$ cat config.mk
export PLATFORM = sky130hd
export DESIGN_NAME = mux4_rr_arbiter
export DESIGN_NICKNAME = d
export VERILOG_FILES = /design/src/rtl/mux4_rr_arbiter.sv
export SDC_FILE = /design/constraint.sdc
export NUM_CORES = 1
export LEC_CHECK = 0
export CAP_MARGIN = 20
export CORE_MARGIN = 4
export CORE_UTILIZATION = 25
export CTS_BUF_LIST = sky130_fd_sc_hd__clkbuf_8
export CTS_CLUSTER_DIAMETER = 50
export DETAILED_ROUTE_END_ITERATION = 8
export GPL_TIMING_DRIVEN = 1
export SYNTH_ARGS = -nofsm -noshare
export SYNTH_HDL_FRONTEND = slang
export SYNTH_SLANG_ARGS = --single-unit
export TNS_END_PERCENT = 100
$ cat constraint.sdc
create_clock -name clk -period 3.1 [get_ports clk]
set_clock_uncertainty 0.1 [all_clocks]
set_input_delay 0.31 -clock clk [delete_from_list [all_inputs] [get_ports clk]]
set_output_delay 0.31 -clock clk [all_outputs]
set_load 0.05 [all_outputs]
$ cat src/rtl/mux4_rr_arbiter.sv
`default_nettype none
// ============================================================================
// Module   : mux4_rr_arbiter
// Purpose  : Round-robin owner of a shared 4:1 single-bit selector with
//            bounded hold time, one turnaround cycle and registered data.
//            Optional per-requester grant counters under ARB_STATS_EN.
// Revision : 1.0 - initial release
// ============================================================================
module mux4_rr_arbiter #(
    parameter int MAX_HOLD = 8,
    parameter int CNT_W    = 8
) (
    input  logic             clk,
    input  logic             rst_n,
    input  logic [3:0]       req,
    input  logic [3:0]       din,
    output logic [3:0]       gnt,
    output logic             S0,
    output logic             S1,
    output logic             busy,
    output logic             dout
`ifdef ARB_STATS_EN
    ,
    output logic [4*CNT_W-1:0] gnt_cnt
`endif
);

    // Hold counter must reach MAX_HOLD (up to 255) even when CNT_W is narrow.
    localparam int c_HOLD_W = (CNT_W > 8) ? CNT_W : 8;
    localparam logic [c_HOLD_W-1:0] c_MAX_HOLD = c_HOLD_W'(MAX_HOLD);
    localparam logic [c_HOLD_W-1:0] c_ONE      = c_HOLD_W'(1);

    typedef enum logic [1:0] {
        c_ST_IDLE  = 2'd0,
        c_ST_GRANT = 2'd1,
        c_ST_TURN  = 2'd2
    } state_t;

    state_t                r_state;
    state_t                w_state_nxt;
    logic [3:0]            r_gnt;
    logic                  r_s0;
    logic                  r_s1;
    logic                  r_dout;
    logic [1:0]            r_last;
    logic [c_HOLD_W-1:0]   r_hold;

    logic [1:0]            w_win;
    logic [1:0]            w_cand;
    logic                  w_found;
    logic                  w_take;
    logic                  w_others;
    logic                  w_hold_max;
    logic [3:0]            w_owner_oh;

    // Round-robin search: last+1, last+2, last+3, then last itself.
    always_comb begin
        w_found = 1'b0;
        w_win   = r_last;
        w_cand  = r_last;
        for (int k = 1; k <= 4; k++) begin
            w_cand = r_last + 2'(k);
            if (!w_found && req[w_cand]) begin
                w_found = 1'b1;
                w_win   = w_cand;
            end
        end
    end

    assign w_owner_oh = 4'b0001 << r_last;
    assign w_others   = |(req & ~w_owner_oh);
    assign w_hold_max = (r_hold == c_MAX_HOLD);

    always_ff @(posedge clk or negedge rst_n) begin
        if (!rst_n) begin
            r_state <= c_ST_IDLE;
        end else begin
            r_state <= w_state_nxt;
        end
    end

    always_comb begin
        w_state_nxt = r_state;
        w_take      = 1'b0;
        case (r_state)
            c_ST_IDLE: begin
                if (|req) begin
                    w_state_nxt = c_ST_GRANT;
                    w_take      = 1'b1;
                end
            end
            c_ST_GRANT: begin
                if (!req[r_last] || (w_hold_max && w_others)) begin
                    w_state_nxt = c_ST_TURN;
                end
            end
            c_ST_TURN: begin
                if (|req) begin
                    w_state_nxt = c_ST_GRANT;
                    w_take      = 1'b1;
                end else begin
                    w_state_nxt = c_ST_IDLE;
                end
            end
            default: w_state_nxt = c_ST_IDLE;
        endcase
    end

    always_ff @(posedge clk or negedge rst_n) begin
        if (!rst_n) begin
            r_gnt  <= 4'b0000;
            r_s0   <= 1'b0;
            r_s1   <= 1'b0;
            r_last <= 2'd3;
            r_hold <= '0;
            r_dout <= 1'b0;
        end else begin
            r_dout <= (r_gnt != 4'b0000) ? din[r_last] : 1'b0;
            if (w_take) begin
                r_gnt  <= 4'b0001 << w_win;
                r_s0   <= w_win[1];
                r_s1   <= w_win[0];
                r_last <= w_win;
                r_hold <= c_ONE;
            end else if (r_state == c_ST_GRANT && w_state_nxt == c_ST_GRANT) begin
                if (!w_hold_max) begin
                    r_hold <= r_hold + c_ONE;
                end
            end else begin
                r_gnt  <= 4'b0000;
                r_hold <= '0;
            end
        end
    end

    assign gnt  = r_gnt;
    assign S0   = r_s0;
    assign S1   = r_s1;
    assign dout = r_dout;
    assign busy = (r_state != c_ST_IDLE);

`ifdef ARB_STATS_EN
    for (genvar i = 0; i < 4; i++) begin : g_stats
        logic [CNT_W-1:0] r_cnt;
        always_ff @(posedge clk or negedge rst_n) begin
            if (!rst_n) begin
                r_cnt <= '0;
            end else if (w_take && (w_win == 2'(i)) && (r_cnt != '1)) begin
                r_cnt <= r_cnt + CNT_W'(1);
            end
        end
        assign gnt_cnt[i*CNT_W +: CNT_W] = r_cnt;
    end
`endif

endmodule
`default_nettype wire
==> results.json <==
{
  "outcome": "finished clean",
  "cp.required_ns": 3.16,
  "rr_startpoint": "r_last[1]$_DFFE_PN1P_",
  "pwr_density_cell_nw_per_um2": 1020,
  "postSynthAreaPerCell_um2": 10.5,
  "first_pass_iters": 4,
  "cts.sinks": 19,
  "endpoint_kind": "flop",
  "dieHeight_um": 79.0,
  "syn_area_um2": 1260,
  "synthAdderAreaFrac": 0.0596,
  "drv_cap": 0,
  "place_congestion": 0.792,
  "fp.dieArea_um2": 6240,
  "p_clk_frac": 0.114,
  "cp-start-kind": "flop",
  "dpl.hpwl_mm": 2.01,
  "cts_root_buffer": "clkbuf_8",
  "grt_overflow": 0,
  "drive_above_1_share": 0.162,
  "fin_crit_sh": 0.793,
  "cts_hold_buf": 0,
  "clockBufferDepth": 2,
  "die_x_um": 79.0,
  "drc": 0,
  "hold_viol": 0,
  "critPathArrivalTime_ns": 2.51,
  "syn_inst": 120,
  "final_cell_mix": "dfrtp_1, clkdlybuf4s50_1, nor2_1",
  "grt_pass1_vias": 944,
  "seq_power_share": 0.269,
  "yosysWarnings": 0,
  "ant_nets": 0,
  "synthArstFlopShare": 1.00,
  "initial_core_util": 0.262,
  "ys.flop_type": "dfrtp_1",
  "total_leakage_power_nw": 0.644,
  "maxSlewHeadroom": 0.431,
  "synth.area.mux_share": 0.116,
  "setup_viol": 0,
  "finalNonFillerCells": 203,
  "ff2ff_path_depth": 7,
  "clk_pin_slew_ns": 0.08,
  "p_sw_frac": 0.467,
  "synth-xor-area-share": 0.0417,
  "crit_fanout": 11,
  "combPwrFrac": 0.616,
  "rsz0062_at_grt": "false",
  "min_period_ns": 2.46,
  "synth_edf_count": 0,
  "final.setup.tns_ns": 0,
  "synth-seq-cells": 19,
  "switchingPower_mw": 0.724,
  "fmax_mhz": 407,
  "synth_nets": 136,
  "cp_top_family": "flip-flops",
  "hold_path_class": "in2async",
  "core_area_um2": 4820,
  "ys_seq_area_frac": 0.379,
  "grt_antenna_before_repair": 0,
  "drtIter0Drc": 79,
  "drv_slew": 0,
  "cpPeakStageDelay_ns": 0.71,
  "tritoncts": "yes",
  "tightest_slew_ns": 0.850,
  "vdd_drop_max_mv": 0.285,
  "finalWirelength_mm": 2.69,
  "track_usage": 0.0895,
  "synth_cell_type_count": 41,
  "rows": 25,
  "h-tree-depth": 1,
  "synth_compound_area_frac": 0.179,
  "p_int_mw": 0.826,
  "rr_endpoint": "gnt[2]$_DFFE_PN0P_",
  "insertion_delay_ns": 0.26,
  "slowest_stage": "dfstp_2",
  "port_buffers": 17,
  "r2r_slack_ns": 0.64,
  "synth_top_family_by_area": "compound AO/OA/AOI/OAI gates",
  "path_buf_inv": 1,
  "grt_first_pass_wirelength_mm": 4.38,
  "crit_type": "reg2reg",
  "dp.cells": 199,
  "crit_chain": "inv_6 > ha_1 > a221oi_2 > o211ai_2 > mux2i_1 > nor2_1 > a32o_1",
  "syn2layout_area_growth_pct": 20.8,
  "nNetsFinal": 153,
  "synthSimpleGateAreaFrac": 0.158,
  "postCtsSetupBuffers": 0,
  "avgViaCountPerCell": 4.65,
  "cts_resized": 0,
  "cts_inserted_buffers": 3,
  "routed-via-count": 944,
  "num_antenna_cells": 0,
  "ios": 18,
  "wire_per_inst_um": 13.3,
  "grt_max_degree": 20
}
## logic make-up (layout without fill, tap and decap cells)
family	Yosys count	count (layout)
adder cells (fa/ha/maj)	6	6
buffers and inverters	14	30
AO/OA/AOI/OAI	24	24
flip-flops	19	19
multiplexers	11	11
AND/OR/NAND/NOR	40	40
XOR/XNOR	6	6
## registers in the layout, indices dropped and copies added (netlist names)
name     cells
S0           1
r_state      2
gnt          4
S1           1
r_hold       8
dout         1
r_last       2
## cell type report
class	instances	area (um^2)
clock buffer	3	41.3
clock inverter	1	7.51
fill	515	3300
inverter	8	35.0
multi-input combinational	87	698
sequential	19	478
tap	67	83.8
timing repair buffer	18	178
## worst register-to-register path: stages (launching register included)
cell and delay, ns:
dfstp_2 0.71, inv_6 0.07, ha_1 0.50, a221oi_2 0.12
o211ai_2 0.27, mux2i_1 0.26, nor2_1 0.10, a32o_1 0.22
## metrics by stage
| step | power, mW | area (um^2) | hold slack (ns) | setup WS [ns] | utilization |
|---|---|---|---|---|---|
| 6_report | 1.55 | 1520 | 0.431 | 0.641 | 0.316 |
| 5_1_grt | 1.66 | 1520 | 0.465 | 0.494 | 0.316 |
| 4_1_cts | 1.56 | 1520 | 0.447 | 0.644 | 0.316 |
| 3_5_place_dp | 1.38 | 1470 | 0.405 | 0.645 | 0.306 |
| 3_3_place_gp | 1.36 | 1470 | 0.431 | 0.722 | 0.306 |
| 2_1_floorplan | 1.20 | 1260 | -0.0856 | 0.864 | - |
## routing by layer
layer	vias up	routed length (um)	track usage	part of all wire
met3	6	156	0.0295	0.058
li1	456	-	-	-
met5	-	0	0	0
met2	22	1200	0.136	0.45
met1	460	1290	0.116	0.48
met4	0	41	0.0361	0.015
## cell usage after synthesis (2+ instances only)
cell      count  area (um^2)
a211oi_1      2         15.0
a21o_1        2         15.0
dfstp_2       2         52.6
o211ai_2      3         37.5
mux2_2        2         22.5
xor2_1        5         43.8
nor2b_1       2         12.5
nand2_1       6         22.5
inv_1         6         22.5
dfrtp_1      17          425
nand2b_1      4         25.0
nand3_1       4         20.0
buf_6         3         33.8
mux2i_1       6         60.1
a32o_1        2         20.0
a21oi_1       5         25.0
buf_2         3         15.0
nor2_1       16         60.1
ha_1          6         75.1
and3_1        2         12.5
a221oi_2      2         30.0
## power by group through the flow
stage / sequential [mW] / clock [mW] / combinational [mW]
final: 0.417 / 0.177 / 0.956
after global routing: 0.429 / 0.197 / 1.03
after CTS: 0.417 / 0.183 / 0.959
after detailed placement: 0.422 / 0 / 0.954
after global placement: 0.420 / 0 / 0.937
after floorplan: 0.500 / 0 / 0.695
## how the worst max path moves through the flow
stage          depth (start not counted)             startpoint                 end
2_1_floorplan                          9  r_last[1]$_DFFE_PN1P_      S0$_DFFE_PN0P_
4_1_cts                                7  r_last[1]$_DFFE_PN1P_  gnt[2]$_DFFE_PN0P_
5_1_grt                                7  r_last[1]$_DFFE_PN1P_  gnt[2]$_DFFE_PN0P_
3_3_place_gp                           7  r_last[1]$_DFFE_PN1P_      S0$_DFFE_PN0P_
3_5_place_dp                           7  r_last[1]$_DFFE_PN1P_  gnt[2]$_DFFE_PN0P_
6_report                               7  r_last[1]$_DFFE_PN1P_  gnt[2]$_DFFE_PN0P_
(Power assumes the default switching activity.)
